**src/rtl/pht_update_scheduler.sv**
```systemverilog
// Table of 2-bit saturating branch counters behind one shared port.
// Predict lookups have priority. Updates queue in a FIFO and drain through a read-modify-write FSM.
module pht_update_scheduler #(
    parameter int unsigned IDX_W      = 4,
    parameter int unsigned QDEPTH     = 4,
    parameter int unsigned STARVE_MAX = 8
) (
    input  logic                      clock,
    input  logic                      reset_n,
    input  logic                      pred_valid,
    input  logic [IDX_W-1:0]          pred_idx,
    output logic                      pred_ready,
    output logic                      pred_resp_valid,
    output logic                      pred_taken,
    input  logic                      upd_valid,
    input  logic [IDX_W-1:0]          upd_idx,
    input  logic                      upd_outcome,
    output logic                      upd_ready,
    output logic [$clog2(QDEPTH):0]   q_count,
    output logic                      busy
);
    localparam int unsigned ENTRIES = 1 << IDX_W;
    localparam int unsigned PTR_W   = $clog2(QDEPTH);
    localparam int unsigned CNT_W   = PTR_W + 1;
    localparam int unsigned ST_W    = $clog2(STARVE_MAX + 1);

    typedef enum logic [1:0] {IDLE, UPD_RD, UPD_WR} state_t;

    state_t             state, next_state;
    logic [1:0]         pht [ENTRIES];
    logic [IDX_W-1:0]   fifo_idx [QDEPTH];
    logic               fifo_out [QDEPTH];
    logic [PTR_W-1:0]   rd_ptr, wr_ptr;
    logic [ST_W-1:0]    starve;
    logic [IDX_W-1:0]   hold_idx;
    logic               hold_out;
    logic [1:0]         hold_ctr;
    logic               force_c, push, pop, pred_fire;

    function automatic logic [1:0] sat_next(input logic [1:0] ctr, input logic taken);
        if (taken) return (ctr == 2'b11) ? ctr : ctr + 2'b01;
        else       return (ctr == 2'b00) ? ctr : ctr - 2'b01;
    endfunction

    assign force_c    = (q_count == CNT_W'(QDEPTH)) ||
                        ((starve >= ST_W'(STARVE_MAX)) && (q_count != '0));
    assign pred_ready = (state == IDLE) && !force_c;
    assign upd_ready  = (q_count != CNT_W'(QDEPTH));
    assign busy       = (state != IDLE) || (q_count != '0);
    assign push       = upd_valid && upd_ready;

    always_ff @(posedge clock or negedge reset_n) begin
        if (!reset_n) state <= IDLE;
        else          state <= next_state;
    end

    // Port arbitration: forced drain, then predict, then opportunistic drain
    always_comb begin
        next_state = state;
        pop        = 1'b0;
        pred_fire  = 1'b0;
        case (state)
            IDLE: begin
                if (force_c) begin
                    pop = 1'b1;
                end else if (pred_valid) begin
                    pred_fire = 1'b1;
                end else if (q_count != '0) begin
                    pop = 1'b1;
                end
                if (pop) next_state = UPD_RD;
            end
            UPD_RD:  next_state = UPD_WR;
            UPD_WR:  next_state = IDLE;
            default: next_state = IDLE;
        endcase
    end

    always_ff @(posedge clock or negedge reset_n) begin
        if (!reset_n) begin
            for (int unsigned i = 0; i < ENTRIES; i++) pht[i] <= 2'b01;
        end else if (state == UPD_WR) begin
            pht[hold_idx] <= sat_next(hold_ctr, hold_out);
        end
    end

    // FIFO payload storage needs no reset; occupancy is tracked by the pointers and count
    always_ff @(posedge clock) begin
        if (push) begin
            fifo_idx[wr_ptr] <= upd_idx;
            fifo_out[wr_ptr] <= upd_outcome;
        end
    end

    always_ff @(posedge clock or negedge reset_n) begin
        if (!reset_n) begin
            rd_ptr          <= '0;
            wr_ptr          <= '0;
            q_count         <= '0;
            starve          <= '0;
            hold_idx        <= '0;
            hold_out        <= 1'b0;
            hold_ctr        <= 2'b00;
            pred_resp_valid <= 1'b0;
            pred_taken      <= 1'b0;
        end else begin
            if (push) wr_ptr <= wr_ptr + PTR_W'(1);
            if (pop) begin
                rd_ptr   <= rd_ptr + PTR_W'(1);
                hold_idx <= fifo_idx[rd_ptr];
                hold_out <= fifo_out[rd_ptr];
            end
            if (push && !pop)      q_count <= q_count + CNT_W'(1);
            else if (pop && !push) q_count <= q_count - CNT_W'(1);

            if (q_count == '0 || pop)                           starve <= '0;
            else if (state == IDLE && starve < ST_W'(STARVE_MAX)) starve <= starve + ST_W'(1);

            if (state == UPD_RD) hold_ctr <= pht[hold_idx];

            pred_resp_valid <= pred_fire;
            if (pred_fire) pred_taken <= pht[pred_idx][1];
        end
    end
endmodule

```
**config.mk**
```make
export PLATFORM = sky130hd
export DESIGN_NAME = pht_update_scheduler
export DESIGN_NICKNAME = d
export VERILOG_FILES = /design/src/rtl/pht_update_scheduler.sv
export SDC_FILE = /design/constraint.sdc
export NUM_CORES = 1
export LEC_CHECK = 0
export ABC_AREA = 1
export BUFFER_PORTS_ARGS = -buffer_cell sky130_fd_sc_hd__buf_4
export CORE_ASPECT_RATIO = 1.4
export CORE_MARGIN = 2
export CORE_UTILIZATION = 30
export DETAILED_ROUTE_END_ITERATION = 6
export PLACE_DENSITY_LB_ADDON = 0.25
export SYNTH_ARGS = -nofsm -noshare
export SYNTH_HDL_FRONTEND = slang
export SYNTH_SLANG_ARGS = --single-unit
```
**constraint.sdc**
```tcl
create_clock -name clock -period 4.4 [get_ports clock]
set_input_delay 0.66 -clock clock [delete_from_list [all_inputs] [get_ports clock]]
set_output_delay 0.66 -clock clock [all_outputs]
set_load 0.05 [all_outputs]
```
==> qor.txt <==
Clk_skew -> 0.00591 ns
Ordered list of cells on the worst path -> nor2_1 > nand2_1 > nand2_1 > inv_1 > ha_1 > inv_1 > fa_1 > mux2_2
Critical register-to-register path startpoint -> q_count[0]$_DFFE_PN0P_
Crit start category -> flip-flop
Fillers -> 1307
N_diodes -> 0
Die W -> 98.5 um
CTS tree -> yes
Crit path buffers/inverters -> 2
CTS sink cnt -> 74
Outcome -> finished clean
Reg power frac -> 39.5%
Leakage Power -> 1.99 nW
Synth Register Bits -> 74
Hold Fails Final Rpt -> 0
Syn Std Cell Area -> 3750 um^2
WL final -> 8170 um
Initial Utilization -> 30.6%
Setup TNS -> 0 ns
Post-route cell area -> 4290 um^2
Fmax -> 471 MHz
Avg Inst Size Synth -> 8.54 um^2
I/O pin count -> 21
CP Max Fanout -> 6
Hold Path Class -> input port to asynchronous set/reset pin
Setup slack on the worst flop-to-flop path -> 2.28 ns
Die height -> 136 um
Critical Path Sink Type -> flip-flop
R2R Path End -> q_count[1]$_DFFE_PN0P_
Hold WS -> 0.355 ns
CP top delay family -> adder cells
P&R area growth vs syn -> 14.5%
Root buf cell -> clkbuf_16
Multi-input logic area -> 1510 um^2
CP peak stage delay -> 0.43 ns
Post-detailed-route DRC marker count -> 0
Total GRT Usage -> 13.4%
Via density -> 4.57
Clk Latency, worst-skew pair -> 0.34 ns
Cell count after synthesis -> 439
Final Core Density -> 35.0%
PortBufs -> 20
P per Cell Area -> 738 nW/um^2
Worst slew margin -> 42.4%
Synth Flop Type -> dfrtp_1
Starting DRC count in detailed routing -> 145
Storage cell area -> 1970 um^2
Syn_nets -> 460
Final period utilization -> 48.3%
Antenna violations before repair -> 0
Clock power share -> 20.7%
Clock Pin Slew Worst Setup and Hold Paths -> 0.06 ns
PostCTS Resize Cnt -> 0
# hold bufs at CTS -> 0
Via count -> 2819
Core ar. -> 12300 um^2
P_sw -> 1.36 mW
Crit path time final -> 2.12 ns
Clock tree buffer depth -> 2
Die Area -> 13400 um^2
DP Area -> 4030 um^2
RSZ-0062 raised after global routing -> no
Max Cap Viol -> 0
Pre-antenna DRT Iters -> 4
Post-route ant nets -> 0
Share of async-settable or async-resettable flops after synthesis -> 73.0%
Internal power component -> 1.80 mW
Global-route wire length before repair -> 13900 um
CTS Buf Count -> 9
Combinational Power Share -> 39.9%
Yosys Warn Count -> 0
Max-slew violations -> 0
CP Class -> flip-flop to flip-flop
DP HPWL -> 6020 um
Sw frac -> 43.0%
Vias in the first global route -> 2781
Final setup viols -> 0
H-tree depth -> 3
Arrival @ worst endpoint -> 2.34 ns
Req. time, crit path -> 4.62 ns
Placer Congestion -> 0.769
Pin slew with the least headroom to its limit -> 0.864 ns
Yosys cell types -> 30
# rows -> 48
Avg WL per Cell -> 13.2 um
Final nets -> 483
GRT overflow -> 0
Reg2reg path depth -> 8
Sequential fraction of the synthesis area -> 52.6%
Pin count of the biggest net entering global routing -> 55
Crit-path slowest cell -> dfrtp_1
Post-synth EDFFs -> 20
Worst vdd ir -> 585 uV
Total setup buffers inserted after CTS -> 0
Share of cells above drive strength 1 -> 16.7%
==> power groups by stage <==
stage	Clock (mW)	Combinational (mW)	Sequential [mW]
after floorplan	0	0.963	1.23
after global placement	0	1.27	1.25
after detailed placement	0	1.29	1.26
after CTS	0.676	1.29	1.25
after global routing	0.702	1.44	1.29
final	0.655	1.26	1.25
==> layer usage <==
metal,track usage (%),part of all wire [%],vias up
met1,15.9,44,1340
met2,22.9,51,39
met3,3.60,3.5,9
met5,0,0,-
li1,-,-,1431
met4,5.48,1.6,0
==> cells in the mapped netlist (2+ instances only) <==
cell type  count  area (um^2)
inv_2          9         33.8
nor2_1        48          180
o21ai_0       43          215
buf_6          2         22.5
xnor2_1        2         17.5
nand2_1      143          537
nor2_8         3         60.1
ha_1           7         87.6
inv_1         44          165
o21ai_1        5         25.0
o21a_1         6         45.0
a21oi_1        5         25.0
nor2_2         2         12.5
edfxtp_1      20          601
dfstp_2       16          420
nand2_4        2         22.5
buf_2          3         15.0
nand3_1       18         90.1
a21oi_2        4         35.0
dfrtp_1       38          951
nor2_4         5         56.3
buf_4          3         22.5
xor2_1         4         35.0
==> placed cells by master (no fill, tap or decap), types with 4 or more instances in the layout <==
cell       synthesis  layout
xor2_1             4       4
o21ai_1            5       5
edfxtp_1          20      20
ha_1               7       7
inv_2              9       9
nand2_1          143     143
dfstp_2           16      16
o21ai_0           43      43
o21a_1             6       6
a21oi_1            5       5
nor2_4             5       5
nor2_1            48      48
nand3_1           18      18
buf_4              3      21
a21oi_2            4       4
clkbuf_16          0       9
dfrtp_1           38      38
inv_1             44      44
==> through the flow <==
stage                     power (mW)  setup WS, ns  cells
final                           3.17          2.28    617
after global routing            3.43          2.04    617
after CTS                       3.22          2.26    617
after detailed placement        2.55          2.23    601
after global placement          2.52          2.28    601
after floorplan                 2.19          1.66    439
==> worst reg2reg max path, cell delays in order, from the launching register on <==
cell	delay, ns
dfrtp_1	0.43
nor2_1	0.19
nand2_1	0.11
nand2_1	0.18
inv_1	0.10
ha_1	0.21
inv_1	0.11
fa_1	0.42
mux2_2	0.27
==> how the worst max path moves through the flow <==
stage	to	cells past startpoint	start	slack [ns]
after floorplan	pred_ready	4	q_count[0]$_DFFE_PN0P_	1.66
after global placement	q_count[1]$_DFFE_PN0P_	7	upd_valid	2.28
after detailed placement	q_count[1]$_DFFE_PN0P_	7	upd_valid	2.23
after CTS	q_count[1]$_DFFE_PN0P_	8	q_count[0]$_DFFE_PN0P_	2.26
after global routing	q_count[2]$_DFFE_PN0P_	11	q_count[0]$_DFFE_PN0P_	2.04
final	q_count[1]$_DFFE_PN0P_	8	q_count[0]$_DFFE_PN0P_	2.28
==> cell families (layout without fill, tap and decap cells) <==
kind of cell | Yosys count | count (layout) | share of synthesized area, %
xor gates and xnor gates | 6 | 6 | 1.40
muxes | 1 | 1 | 0.300
adders and majority gates | 8 | 8 | 2.87
buffers and inverters | 63 | 91 | 7.18
AOI/OAI and AO/OA | 64 | 64 | 9.45
DFF | 74 | 74 | 52.6
and+or+nand+nor | 223 | 223 | 26.2
==> registers in the layout, indices dropped and copies added, names as in the netlist <==
register,cells
hold_idx,4
state,2
pred_resp_valid,1
starve,4
fifo_idx,16
q_count,3
wr_ptr,2
hold_out,1
hold_ctr,2
pred_taken,1
pht,32
fifo_out,4
rd_ptr,2
==> area by class of cell <==
class | instances | share of cell area, %
clock inverter | 6 | 0.787
multi-input combinational | 302 | 35.1
inverter | 54 | 4.78
tap | 150 | 4.37
sequential | 74 | 45.9
clock buffer | 10 | 5.34
timing repair buffer | 21 | 3.67
No activity file was read; power rests on OpenSTA's default activity.
